`src/rtl/cpu_pkg.sv`:
```
// Shared definitions for the memory stage: funct3 access-size codes and the
// encoding of the memory access FSM.
package cpu_pkg;

  localparam logic [2:0] F3_B  = 3'b000;
  localparam logic [2:0] F3_H  = 3'b001;
  localparam logic [2:0] F3_W  = 3'b010;
  localparam logic [2:0] F3_BU = 3'b100;
  localparam logic [2:0] F3_HU = 3'b101;

  typedef enum logic [1:0] {
    IDLE = 2'd0,
    WAIT = 2'd1,
    DONE = 2'd2
  } mau_state_e;

endpackage

```
`src/rtl/mem_access_unit_load_align.sv`:
```
// Load data alignment: picks the addressed byte/half out of the memory word
// and sign- or zero-extends it according to funct3. Purely combinational.
module load_align
  import cpu_pkg::*;
(
  input  logic [31:0] rdata_i,
  input  logic [1:0]  addr_lo_i,
  input  logic [2:0]  funct3_i,
  output logic [31:0] data_o
);

  logic [31:0] shifted;

  // Shift the addressed lane down to bit 0, then extend by access type
  always_comb begin
    shifted = rdata_i >> {addr_lo_i, 3'b000};
    case (funct3_i)
      F3_B:    data_o = {{24{shifted[7]}}, shifted[7:0]};
      F3_BU:   data_o = {24'h0, shifted[7:0]};
      F3_H:    data_o = {{16{shifted[15]}}, shifted[15:0]};
      F3_HU:   data_o = {16'h0, shifted[15:0]};
      default: data_o = rdata_i;
    endcase
  end

endmodule

```
`src/rtl/mem_access_unit.sv`:
```
// MEM-stage data memory access unit: converts the EX/MEM load/store request
// into a req/ack transaction, stalls the pipeline while it is outstanding and
// presents extended load data for MEM/WB.
module mem_access_unit
  import cpu_pkg::*;
#(
  parameter int TIMEOUT_CYCLES = 16,
  parameter int CNT_W          = 5
) (
  input  logic        clk_i,
  input  logic        rst_i,
  input  logic        MemRead_i,
  input  logic        MemWrite_i,
  input  logic [31:0] ALUResult_i,
  input  logic [31:0] RDData_i,
  input  logic [31:0] instr_i,
  input  logic [31:0] dmem_rdata_i,
  input  logic        dmem_ack_i,
  output logic        dmem_req_o,
  output logic        dmem_we_o,
  output logic [31:0] dmem_addr_o,
  output logic [31:0] dmem_wdata_o,
  output logic [3:0]  dmem_be_o,
  output logic        stall_o,
  output logic [31:0] MemData_o,
  output logic        valid_o,
  output logic        misalign_o,
  output logic        err_o
);

  mau_state_e        state_q, state_d;
  logic [31:0]       addr_q;
  logic              we_q;
  logic [3:0]        be_q, be_new;
  logic [31:0]       wdata_q, wdata_new;
  logic [2:0]        f3_q;
  logic [1:0]        addr_lo_q;
  logic [CNT_W-1:0]  cnt_q;
  logic [31:0]       memdata_q;
  logic              err_q, misalign_q;

  logic        access, is_byte, is_half, aligned, accept, timeout, ack_w;
  logic [2:0]  f3;
  logic [31:0] load_data;

  // Only funct3 is meaningful in the instruction word here
  logic unused_instr;
  assign unused_instr = ^{instr_i[31:15], instr_i[11:0]};

  assign f3      = instr_i[14:12];
  assign access  = MemRead_i | MemWrite_i;
  assign accept  = (state_q == IDLE) && access && aligned;
  assign timeout = (cnt_q == CNT_W'(TIMEOUT_CYCLES - 1));
  assign ack_w   = (state_q == WAIT) && dmem_ack_i;

  // Access size decode, alignment check and store lane generation
  always_comb begin
    is_byte   = 1'b0;
    is_half   = 1'b0;
    be_new    = 4'hF;
    wdata_new = 32'h0;
    if (MemWrite_i) begin
      is_byte = (f3 == F3_B);
      is_half = (f3 == F3_H);
    end else begin
      is_byte = (f3 == F3_B) || (f3 == F3_BU);
      is_half = (f3 == F3_H) || (f3 == F3_HU);
    end
    aligned = is_byte || (is_half && !ALUResult_i[0]) ||
              (!is_byte && !is_half && (ALUResult_i[1:0] == 2'b00));
    if (MemWrite_i) begin
      if (is_byte) begin
        be_new    = 4'b0001 << ALUResult_i[1:0];
        wdata_new = {4{RDData_i[7:0]}};
      end else if (is_half) begin
        be_new    = 4'b0011 << {ALUResult_i[1], 1'b0};
        wdata_new = {2{RDData_i[15:0]}};
      end else begin
        be_new    = 4'hF;
        wdata_new = RDData_i;
      end
    end
  end

  load_align u_load_align (
    .rdata_i   (dmem_rdata_i),
    .addr_lo_i (addr_lo_q),
    .funct3_i  (f3_q),
    .data_o    (load_data)
  );

  // FSM state register
  always_ff @(posedge clk_i) begin
    if (rst_i) state_q <= IDLE;
    else       state_q <= state_d;
  end

  // Next-state logic and pipeline stall
  always_comb begin
    state_d = state_q;
    stall_o = 1'b0;
    case (state_q)
      IDLE: begin
        stall_o = accept;
        if (accept) state_d = WAIT;
      end
      WAIT: begin
        stall_o = 1'b1;
        if (dmem_ack_i || timeout) state_d = DONE;
      end
      DONE:    state_d = IDLE;
      default: state_d = IDLE;
    endcase
    if (rst_i) stall_o = 1'b0;
  end

  // Request fields, timeout counter, load data capture and status pulses
  always_ff @(posedge clk_i) begin
    if (rst_i) begin
      addr_q     <= 32'h0;
      we_q       <= 1'b0;
      be_q       <= 4'h0;
      wdata_q    <= 32'h0;
      f3_q       <= 3'b000;
      addr_lo_q  <= 2'b00;
      cnt_q      <= '0;
      memdata_q  <= 32'h0;
      err_q      <= 1'b0;
      misalign_q <= 1'b0;
    end else begin
      misalign_q <= (state_q == IDLE) && access && !aligned;
      err_q      <= (state_q == WAIT) && !dmem_ack_i && timeout;
      if (accept) begin
        addr_q    <= {ALUResult_i[31:2], 2'b00};
        we_q      <= MemWrite_i;
        be_q      <= be_new;
        wdata_q   <= wdata_new;
        f3_q      <= f3;
        addr_lo_q <= ALUResult_i[1:0];
        cnt_q     <= '0;
      end else if (state_q == WAIT) begin
        cnt_q <= cnt_q + CNT_W'(1);
      end
      if (ack_w)                              memdata_q <= we_q ? 32'h0 : load_data;
      else if (state_q == WAIT && timeout)    memdata_q <= 32'h0;
    end
  end

  assign dmem_req_o   = (state_q == WAIT);
  assign dmem_we_o    = we_q;
  assign dmem_addr_o  = addr_q;
  assign dmem_wdata_o = wdata_q;
  assign dmem_be_o    = be_q;
  assign MemData_o    = memdata_q;
  assign valid_o      = (state_q == DONE);
  assign err_o        = err_q;
  assign misalign_o   = misalign_q;

endmodule

```
`config.mk`:
```
export PLATFORM = sky130hd
export DESIGN_NAME = mem_access_unit
export DESIGN_NICKNAME = d
export VERILOG_FILES = /design/src/rtl/cpu_pkg.sv /design/src/rtl/mem_access_unit_load_align.sv /design/src/rtl/mem_access_unit.sv
export SDC_FILE = /design/constraint.sdc
export NUM_CORES = 1
export LEC_CHECK = 0
export BUFFER_PORTS_ARGS = -buffer_cell sky130_fd_sc_hd__clkbuf_2
export CORE_ASPECT_RATIO = 1.4
export CORE_MARGIN = 4
export CORE_UTILIZATION = 42
export CTS_CLUSTER_SIZE = 25
export DETAILED_ROUTE_END_ITERATION = 12
export PLACE_DENSITY = 0.89
export SYNTH_ARGS = -nofsm -noshare
export SYNTH_HDL_FRONTEND = slang
export SYNTH_SLANG_ARGS = --single-unit
```
`constraint.sdc`:
```
create_clock -name clk_i -period 1.8 [get_ports clk_i]
set_input_delay 0.18 -clock clk_i [delete_from_list [all_inputs] [get_ports clk_i]]
set_output_delay 0.18 -clock clk_i [all_outputs]
set_load 0.01 [all_outputs]
```
* Yosys cells after proc, flatten, opt, wreduce, memory -nomap -nowiden *
Index checks and enable logic that the tools add are counted.

storage, ports and cells
  register bits = 113
  input port bits = 133
  output and inout port bits = 106
  logic and storage cells = 71

operators by class
  add/sub/neg operators = 1
  equality and inequality tests = 11
  shifts and indexed selects = 3
  multiplexer cells = 17
  bitwise logic cells = 1
  reductions and logical operators = 27

operators by type and width
  cell                                                   number
  2-to-1 mux 32 bit                                      6
  case mux 32 bit (4 select lines)                       1
  right shift 32 x 5 -> 16 bit                           1
  == test 3 bit, second input constant                   4
  2-to-1 mux 4 bit                                       3
  logical AND 1 bit                                      10
  == test 3 x 1 -> 1 bit, second input constant          2
  zero test 3 bit                                        2
  adder 5 x 1 -> 5 bit, second input constant            1
  == test 5 x 4 -> 1 bit, second input constant          1
  zero test 1 bit                                        5
  logical OR 1 bit                                       5
  zero test 2 bit                                        2
  2-to-1 mux 2 bit                                       2
  case mux 2 bit (2 select lines)                        1
  << shifter 1 x 2 -> 4 bit, first input constant        1
  << shifter 2 x 2 -> 4 bit, first input constant        1
  2-to-1 mux 1 bit                                       3
  == test 2 x 1 -> 1 bit, second input constant          1
  == test 2 bit, second input constant                   1
  inequality test 2 x 1 -> 1 bit, second input constant  1
  inequality test 2 bit, second input constant           1
  case mux 1 bit (2 select lines)                        1
  AND reduction 2 bit                                    1
  3 further kinds                                        3

* Depth between registers and ports, before layout *
Gate-level depths: netlist (run 1).

  depth after elaboration = 10
  depth in mapped cells = 8
  mapped depth without buffers = 7

* Modules after synthesis *
Synthesis (run 1) repeated with hierarchy kept, for this count alone.

unflattened totals
  cells, all modules = 569
  area total of the unflattened synthesis = 5258.8 sq um

modules (own cells, without submodules)
  module           instances  cells each  area an instance (sq um)  seq. area each (sq um)
  mem_access_unit  1          458         4543.1                    2262.2
  load_align       1          111         715.7                     0.0

* Least setup slack after synthesis (run 1) *
Ideal clock, no wire load.

  path kind = reg2reg
  start point = register cnt_q[0]
  end point = register memdata_q[15], in the netlist MemData_o[15]
  library setup time = 0.074 ns
  arrival = 1.659 ns
  required time = 1.726 ns
  path slack = 0.067 ns
  cell stages (with the launch flop) = 9
  path buffers = 1
  clock period less this slack = 1.733 ns
  cells stage by stage = dfxtp_1 -> ha_1 -> and3_1 -> ha_1 -> nor2_1 -> o21a_1 -> clkbuf_1 -> a22oi_1 -> o21ai_0

between the ends
  word-level cells in the longest chain between the ends = 3

ends and longest elaborated chain
  what                          line                    RTL
  from (decl)                   mem_access_unit.sv:38   logic [CNT_W-1:0] cnt_q;
  from (signal assigned)        mem_access_unit.sv:142  cnt_q <= cnt_q + CNT_W'(1);
  == test 5 x 4 -> 1 bit        mem_access_unit.sv:53   assign timeout = (cnt_q == CNT_W'(TIMEOUT_CYCLES - 1));
  logical AND 1 bit             mem_access_unit.sv:145  else if (state_q == WAIT && timeout) memdata_q <= 32'h0;
  nonzero test 2 bit (no line)  -
  to (signal assigned)          mem_access_unit.sv:144  if (ack_w) memdata_q <= we_q ? 32'h0 : load_data;
  to (decl)                     mem_access_unit.sv:39   logic [31:0] memdata_q;

Every way passes these cells.
A chain may end at the register's enable or synchronous reset.

* Final worst setup path (run 1) *
  start point = register addr_lo_q[1]
  end point = register memdata_q[19], in the netlist MemData_o[19]

between the ends
  word-level cells in the longest chain between the ends = 4

ends and longest elaborated chain
  what                              line                              RTL
  from (decl)                       mem_access_unit.sv:37             logic [1:0] addr_lo_q;
  from (signal assigned)            mem_access_unit.sv:139            addr_lo_q <= ALUResult_i[1:0];
  right shift 32 x 5 -> 16 bit      mem_access_unit_load_align.sv:16  shifted = rdata_i >> {addr_lo_i, 3'b000};
  case mux 32 bit (4 select lines)  mem_access_unit_load_align.sv:17  case (funct3_i)
  2-to-1 mux 32 bit (2 in series)   mem_access_unit.sv:144

Every way passes these cells.

==> qor.txt, run 1 <==
Final min period -> 1.78 ns
first-pass GRT wire length -> 25100 um
pin count of the biggest net entering global routing -> 66
Post-Synth XOR/XNOR Area -> 0.00529
DIE WIDTH -> 99.9 um
nets -> 894
Initial Util -> 0.434
Antenna Violating Nets Remaining -> 0
main flop type after synthesis -> dfxtp_1
Skew-Pair Late Insertion Delay -> 0.41 ns
Leak Pwr -> 0.00328 uW
share of flip-flops with an asynchronous set or reset -> 0
final wirelength -> 16400 um
layout overhead on the synthesized area -> 46.3%
main combinational cell family by area after synthesis -> compound AO/OA/AOI/OAI gates
CTS Sinks -> 113
IO Count -> 239
area fraction in and, or, nand and nor cells after synthesis -> 0.0897
Synth Instances -> 519
post-DP HPWL -> 11800 um
post-synthesis compound-gate area fraction -> 0.311
CP arrival -> 2.06 ns
#FFs+latches synth -> 113
largest cells by area after synthesis -> dfxtp_1 46%, mux2i_1 5.4%, a21oi_1 5.3%
die height -> 137 um
Reg clk slew, reported paths -> 0.06 ns
drt drc -> 0
Synth Area in Adders -> 0.00504
filler cell count -> 927
fin. max-slew vios -> 0
peak per-stage delay on the critical path -> 0.51 ns
Critical Path RT -> 2.08 ns
mean routed wirelength per cell -> 17.9 um
Worst Setup Path Type -> flip-flop to flip-flop
maximum clock rate -> 563 MHz
Clock Skew -> 0.00761 ns
Final Hold Viols -> 0
synthesized cell area -> 0.00497 sq mm
Root Driver -> clkbuf_16
outcome -> finished, final reports clean
Placeable Area -> 0.0115 sq mm
CTS tree -> built
vias per cell -> 5.54
HP Class -> input port to flip-flop
Slowest-stage cell, CP -> mux4_2
mux contribution to synthesized area -> 0.0816
CTS buffer count -> 17
pwr/cell area -> 1030 mW/mm^2
FP Rows -> 46
PnR worst setup slack -> 0.0237 ns
Slew headroom -> 0.586
yosys warns -> 0
initial antenna violation count -> 0
largest area contributor in the netlist -> dfxtp_1
synth unique cells -> 50
design area -> 0.00727 sq mm
startpoint class of the critical path -> flip-flop
TritonRoute pass-1 iters -> 4
gpl congestion -> 0.806
Yosys top cell area share -> 0.456
mean post-synth cell area -> 9.57 sq um
total gr overflow -> 0
Power, Total -> 7450 uW
via count -> 5076
DP Area -> 0.00624 sq mm
drt initial violations -> 311
Final setup viols -> 0
critical path endpoint category -> flip-flop
Global Route Usage Sum -> 0.233
htree depth -> 4
Max-Cap Viols -> 0
VDD IR-drop max -> 0.712 mV
Worst Tran Pin Value -> 0.621 ns
Final period util -> 0.987
critical path cell sequence -> mux4_2 -> o2111ai_1 -> a31oi_1 -> buf_12 -> a221o_1
vias in the first global route -> 5098
sequential area share after synthesis -> 0.456
Post-synth EDFFs -> 0
I/O Buffers -> 207
dpl ws -> 0.0379 ns
share of layout cells above drive strength 1 -> 0.411
DIE AREA -> 0.0137 sq mm
worst-path fanout max -> 16
R2R Setup Slk -> 0.02 ns
Longest Clk Path Bufs -> 2
## where the power goes
group / internal [uW] / switching, uW / total [uW]
combinational: 527 / 617 / 1140
sequential: 2650 / 87.0 / 2730
clock: 2330 / 1240 / 3570
total: 5500 / 1950 / 7450
## final cells by class
cell class | instances | area, sq um | area share
Multi-Input combinational cell | 350 | 2490 | 0.343
Sequential cell | 113 | 2270 | 0.312
Timing Repair Buffer | 269 | 1660 | 0.228
Clock buffer | 17 | 425 | 0.0585
Clock inverter | 15 | 209 | 0.0288
Tap cell | 144 | 180 | 0.0248
Inverter | 8 | 30.0 | 0.00413
Antenna cell | 1 | 2.50 | 0.000344
## flip-flops by register name (all words and copies together) (netlist names)
register	flops
addr_lo_q	2
MemData_o	32
misalign_o	1
err_o	1
dmem_be_o	4
dmem_we_o	1
dmem_addr_o	30
f3_q	3
dmem_wdata_o	32
state_q	2
cnt_q	5
## worst max-delay path, delay by kind of cell, from the launching register on
family | cells | cell delay [ns]
muxes | 1 | 0.51
AOI/OAI and AO/OA | 3 | 0.62
buffers and inverters | 1 | 0.18
DFF | 1 | 0.35
## cell families after synthesis
group                      Yosys count
AOI/OAI and AO/OA                  206
DFF                                113
and+or+nand+nor                     99
buffers and inverters               57
muxes                               38
xor gates and xnor gates             3
adders and majority gates            2
other                                1
## per-layer routing
metal	GRT usage	wire length (um)
met1	0.249	5990
met2	0.403	8210
met3	0.0816	1510
met4	0.117	661
met5	0	0
## repair_timing
item                                    CTS  global route
pin swaps                                 0             1
hold buffers                             27             1
gates cloned                              0             2
resized for setup                         2            11
buffers inserted                          1             1
endpoints found under the setup margin    1            22
endpoints found under the hold margin    27             1
## worst paths after layout
kind | start | endpoint | cells after the start
hold / removal | dmem_rdata_i[28] | MemData_o[28] | 2
setup reg to reg | addr_lo_q[1] | MemData_o[19] | 5
setup / recovery | addr_lo_q[1] | MemData_o[19] | 5
hold reg to reg | MemData_o[0] | MemData_o[0] | 2
## cells in the final DEF, fill, tap and decap left out, types with 6 or more instances in the layout
master	n
a22o_1	15
o21ai_0	16
a21oi_1	52
inv_1	6
a31o_1	14
a221o_1	16
clkbuf_2	207
nor2_1	25
buf_4	27
clkbuf_16	19
mux2_2	10
o2bb2ai_1	24
a31o_2	19
mux2i_1	27
o211ai_1	7
dfxtp_1	110
nand2_1	47
dlygate4sd3_1	28
o21a_1	16
a32oi_1	7
## synth_stat cells, types with 5 or more instances
cell and n:
a21oi_1 53, a221o_1 16, a22o_1 15, a31o_1 14, a31o_2 19, a32oi_1 7
buf_2 14, buf_4 6, clkbuf_1 28, dfxtp_1 113, inv_1 7, mux2_2 10
mux2i_1 27, nand2_1 47, nor2_1 25, nor3_1 5, o211ai_1 7, o21a_1 18
o21ai_0 16, o2bb2ai_1 24
## metrics by stage
step | util | hold slack, ns | instances | setup TNS (ns)
after floorplan | - | 0.257 | 520 | 0
after global placement | 0.545 | 0.397 | 852 | 0
after detailed placement | 0.545 | 0.403 | 852 | 0
after CTS | 0.625 | 0.00269 | 912 | 0
after global routing | 0.634 | 0.00561 | 916 | -0.211
final | 0.634 | 0.0202 | 917 | 0
Note: power is estimated with default switching activity, not from simulation.
==> run 2: changes to the inputs <==
- CAP_MARGIN: unset -> 30
- CELL_PAD_IN_SITES_DETAIL_PLACEMENT: unset -> 1
- CELL_PAD_IN_SITES_GLOBAL_PLACEMENT: unset -> 1
- CORE_UTILIZATION: 42 -> 30
- PLACE_DENSITY: 0.89 -> 0.88
==> run 2 against run 1 <==
Fmax down 0.29%. Die area up 37%. Routed wire length up 19%. Sequential cell count unchanged. Hold slack about the same. Register-to-register slack about the same. First-iteration DRC count down 13%. Combinational power up 6%. Non-clock buffer count up 2. Utilization down 18 points. Via count up 2.5%. Largest cell class unchanged. Highest routed layer unchanged.
==> qor.txt, run 2 (synthesized netlist as in run 1, its figures left out) <==
HP Class -> input port to flip-flop
final wirelength -> 19400 um
Stages on worst setup path -> 7
Slew headroom -> 0.554
Global Route Usage Sum -> 0.200
CTS tree -> built
Leak Pwr -> 0.00332 uW
Final Hold Viols -> 0
startpoint class of the critical path -> flip-flop
pwr/cell area -> 1040 mW/mm^2
Reg clk slew, reported paths -> 0.06 ns
CTS Sinks -> 113
share of layout cells above drive strength 1 -> 0.421
mean routed wirelength per cell -> 20.0 um
Skew-Pair Late Insertion Delay -> 0.40 ns
drt drc -> 0
Clk network pwr share -> 0.488
Top delay family on crit path -> compound AO/OA/AOI/OAI gates
I/O Buffers -> 207
Max-Cap Viols -> 0
die height -> 160 um
Placeable Area -> 0.0162 sq mm
CTS buffer count -> 17
Final min period -> 1.78 ns
Slowest-stage cell, CP -> dfxtp_2
Longest Clk Path Bufs -> 2
first-pass GRT wire length -> 29500 um
Worst Setup Path Type -> flip-flop to flip-flop
pin count of the biggest net entering global routing -> 66
most frequent cells in the layout -> 207 x clkbuf_2, 108 x dfxtp_1, 52 x a21oi_1, 47 x nand2_1, 29 x buf_4
via count -> 5204
Root Driver -> clkbuf_16
Util after Layout -> 0.456
post-DP HPWL -> 13300 um
TritonRoute pass-1 iters -> 4
outcome -> finished, final reports clean
RSZ-0062 raised after global routing -> true
Bufs and invs on worst path -> 1
crit path launch -> cnt_q[1]
maximum clock rate -> 561 MHz
# diodes -> 0
most common cell after layout, fill and taps aside -> clkbuf_2
layout overhead on the synthesized area -> 49.2%
NetSw -> 1960 uW
worst r2r src -> cnt_q[1]
total gr overflow -> 0
critical path cell sequence -> ha_4 -> and3_4 -> ha_4 -> nor2_1 -> o21a_2 -> buf_12 -> a221o_1
drt initial violations -> 270
Pint -> 5740 uW
gpl congestion -> 0.828
filler cell count -> 1924
fin. max-slew vios -> 0
vias per cell -> 5.36
IO Count -> 239
Clock Skew -> 0.0108 ns
worst setup path end -> MemData_o[16]
reg2reg path depth -> 7
vias in the first global route -> 5596
DIE AREA -> 0.0187 sq mm
Final period util -> 0.990
R2R Setup Slk -> 0.02 ns
Sequential Power Share -> 0.355
Critical Path RT -> 2.08 ns
Worst Tran Pin Value -> 0.669 ns
htree depth -> 4
Final setup viols -> 0
Power, Total -> 7700 uW
peak per-stage delay on the critical path -> 0.36 ns
FP Rows -> 55
Initial Util -> 0.306
nets -> 896
critical path endpoint category -> flip-flop
CP arrival -> 2.06 ns
initial antenna violation count -> 0
VDD IR-drop max -> 0.561 mV
Hold Slack -> 0.0197 ns
DIE WIDTH -> 117 um
Antenna Violating Nets Remaining -> 0
reg2reg end -> MemData_o[16]
worst-path fanout max -> 8
Logic pwr share -> 0.157
most used cell, CP -> ha_4
switching share of total power -> 0.255
==> run 2: worst register-to-register path: cells and delay by family (launching register included) <==
kind | cells | cell delay (ns)
AOI/OAI and AO/OA | 2 | 0.64
DFF | 1 | 0.36
adders and majority gates | 2 | 0.25
and+or+nand+nor | 2 | 0.23
buffers and inverters | 1 | 0.17
==> run 2: final cells by class <==
type,instances,area [sq um],area share
clock buffer,20,467,0.0630
clock inverter,10,183,0.0247
inverter,8,30.0,0.00405
multi-input combinational,350,2510,0.339
sequential,113,2270,0.307
tap,199,249,0.0336
timing repair buffer,271,1700,0.229
==> run 2: metrics by stage <==
step / cell area, sq um / TNS [ns] / setup WS [ns] / cells
global placement: 6350 / 0 / 0.0473 / 909
finish: 7410 / 0 / 0.0186 / 971
global route: 7410 / -0.200 / -0.0368 / 971
CTS: 7260 / 0 / 0.00864 / 964
floorplan: 4970 / 0 / 0.0665 / 520
detailed placement: 6350 / -0.272 / -0.0438 / 909
==> run 2: layer usage <==
layer | GRT usage | wire length, um | up-vias | part of all wire
met3 | 0.0550 | 1310 | 47 | 0.067
met2 | 0.357 | 10200 | 209 | 0.53
met5 | 0 | 0 | - | 0
met4 | 0.0913 | 713 | 0 | 0.037
met1 | 0.215 | 7170 | 2521 | 0.37
li1 | - | - | 2427 | -
==> run 2: what timing repair did <==
action                                  in CTS  in global routing
pin swaps                                    0                 10
resized for setup                            6                 14
endpoints found under the hold margin       24                  1
endpoints found under the setup margin       3                 31
setup buffers                                1                  3
cloned                                       0                  3
hold buffers                                24                  1
==> run 2: power by group through the flow <==
stage	registers, uW	logic (uW)	clock network [uW]
finish	2740	1210	3760
global placement	2770	1080	0
detailed placement	2780	1110	0
CTS	2730	1170	3820
floorplan	2830	530	0
global route	2750	1310	3940
==> run 2: worst min path at each step <==
stage                                end  cells after the start      startpoint  slack, ns
after global routing      dmem_addr_o[3]                      2  ALUResult_i[3]       0.02
after floorplan                    err_o                      1      dmem_ack_i       0.26
after detailed placement  dmem_addr_o[8]                      2  ALUResult_i[8]       0.41
final                     dmem_addr_o[3]                      2  ALUResult_i[3]       0.02
after global placement    dmem_addr_o[8]                      2  ALUResult_i[8]       0.40
after CTS                 dmem_addr_o[4]                      2  ALUResult_i[4]      0.003
==> run 3: changes to the inputs <==
- SETUP_SLACK_MARGIN: unset -> 0.02
==> run 3 against run 2 <==
Die area did not move. Design area about the same. Fmax grew 0.22%. Worst setup slack better by 0.0040 ns. Global-route usage unchanged. Register-to-register slack barely moved. Clock power hardly changed. Clock skew down 0.0014 ns. Power about the same. Largest power group unchanged.
==> qor.txt, run 3 (synthesized netlist as in run 1, its figures left out) <==
RSZ-0062 raised after global routing -> true
Longest Clk Path Bufs -> 2
CTS tree -> built
Skew-Pair Late Insertion Delay -> 0.41 ns
filler cell count -> 1926
VDD IR-drop max -> 0.560 mV
Final Hold Viols -> 0
Final min period -> 1.78 ns
# diodes -> 0
CTS buffer count -> 17
most common cell after layout, fill and taps aside -> clkbuf_2
critical path endpoint category -> flip-flop
layout overhead on the synthesized area -> 49.0%
pwr/cell area -> 1040 mW/mm^2
Worst Setup Path Type -> flip-flop to flip-flop
Global Route Usage Sum -> 0.200
HP Class -> input port to flip-flop
Worst Tran Pin Value -> 0.662 ns
gpl congestion -> 0.828
Finished Layout Cells -> 970
I/O Buffers -> 207
Post-Route Setup TNS -> 0 ns
die height -> 160 um
DIE WIDTH -> 117 um
DIE AREA -> 0.0187 sq mm
CP arrival -> 2.06 ns
critical path cell sequence -> mux4_2 -> o2111ai_2 -> a31oi_1 -> buf_12 -> a221o_1
Hold Slack -> 0.0179 ns
mean routed wirelength per cell -> 19.9 um
FP Rows -> 55
first-pass GRT wire length -> 29500 um
Slew headroom -> 0.559
final wirelength -> 19300 um
via count -> 5209
drt drc -> 0
IO Count -> 239
Leak Pwr -> 0.00332 uW
Final setup viols -> 0
TritonRoute pass-1 iters -> 5
post-DP HPWL -> 13300 um
startpoint class of the critical path -> flip-flop
htree depth -> 4
outcome -> finished, final reports clean
drt initial violations -> 338
nets -> 895
Initial Util -> 0.306
Reg clk slew, reported paths -> 0.06 ns
Placeable Area -> 0.0162 sq mm
share of layout cells above drive strength 1 -> 0.420
vias in the first global route -> 5594
Slowest-stage cell, CP -> mux4_2
fin. max-slew vios -> 0
peak per-stage delay on the critical path -> 0.52 ns
CTS Sinks -> 113
placed cell count -> 909
total gr overflow -> 0
Critical Path RT -> 2.08 ns
worst-path fanout max -> 16
Max-Cap Viols -> 0
maximum clock rate -> 563 MHz
most frequent cells in the layout -> 207 x clkbuf_2, 108 x dfxtp_1, 52 x a21oi_1, 47 x nand2_1, 29 x buf_4
Root Driver -> clkbuf_16
Antenna Violating Nets Remaining -> 0
pin count of the biggest net entering global routing -> 66
initial antenna violation count -> 0
Clock Skew -> 0.00937 ns
Final period util -> 0.987
vias per cell -> 5.37
run 3: per-layer routing:
metal,global-route usage,part of all wire,up-vias
li1,-,-,2423
met1,0.215,0.37,2523
met2,0.357,0.52,215
met3,0.0550,0.065,48
met4,0.0913,0.038,0
met5,0,0,-
run 3: worst max-delay path, delay by kind of cell (launching register included):
family	cells	cell delay (ns)
flip-flops	1	0.35
multiplexers	1	0.52
buffers and inverters	1	0.20
AO/OA/AOI/OAI	3	0.59
run 3: through the flow:
step / utilization / instance area [sq um] / total power [uW] / setup slack [ns]
2_1_floorplan: - / 4970 / 3360 / 0.0665
3_3_place_gp: 0.391 / 6350 / 3860 / 0.0473
3_5_place_dp: 0.391 / 6350 / 3890 / -0.0438
4_1_cts: 0.447 / 7260 / 7720 / 0.00864
5_1_grt: 0.456 / 7400 / 8010 / -0.0278
6_report: 0.456 / 7400 / 7700 / 0.0226
run 3: final cells by class:
cell class                 instances  area [sq um]  area share
clock buffer                      20           467      0.0631
inverter                           8          30.0     0.00406
multi-input combinational        350          2520       0.340
clock inverter                    10           183      0.0247
timing repair buffer             270          1690       0.228
tap                              199           249      0.0336
sequential                       113          2270       0.307
run 3: final timing paths:
path	start	slack, ns	cells after the start	end
worst max-delay path	addr_lo_q[1]	0.02	5	MemData_o[24]
worst min-delay path	ALUResult_i[3]	0.02	2	dmem_addr_o[3]
worst max register to register	addr_lo_q[1]	0.02	5	MemData_o[24]
worst min register to register	dmem_wdata_o[17]	0.46	1	dmem_wdata_o[17]
run 3: what timing repair did:
item	in CTS	in global routing
hold buffers	24	1
cloned	0	2
endpoints found under the hold margin	24	1
pin swaps	0	2
resized for setup	6	15
buffers inserted	1	3
setup endpoints to repair	14	31
run 3: power breakdown:
group / switching (uW) / internal, uW
registers: 91.2 / 2650
clock network: 1210 / 2550
logic: 660 / 545
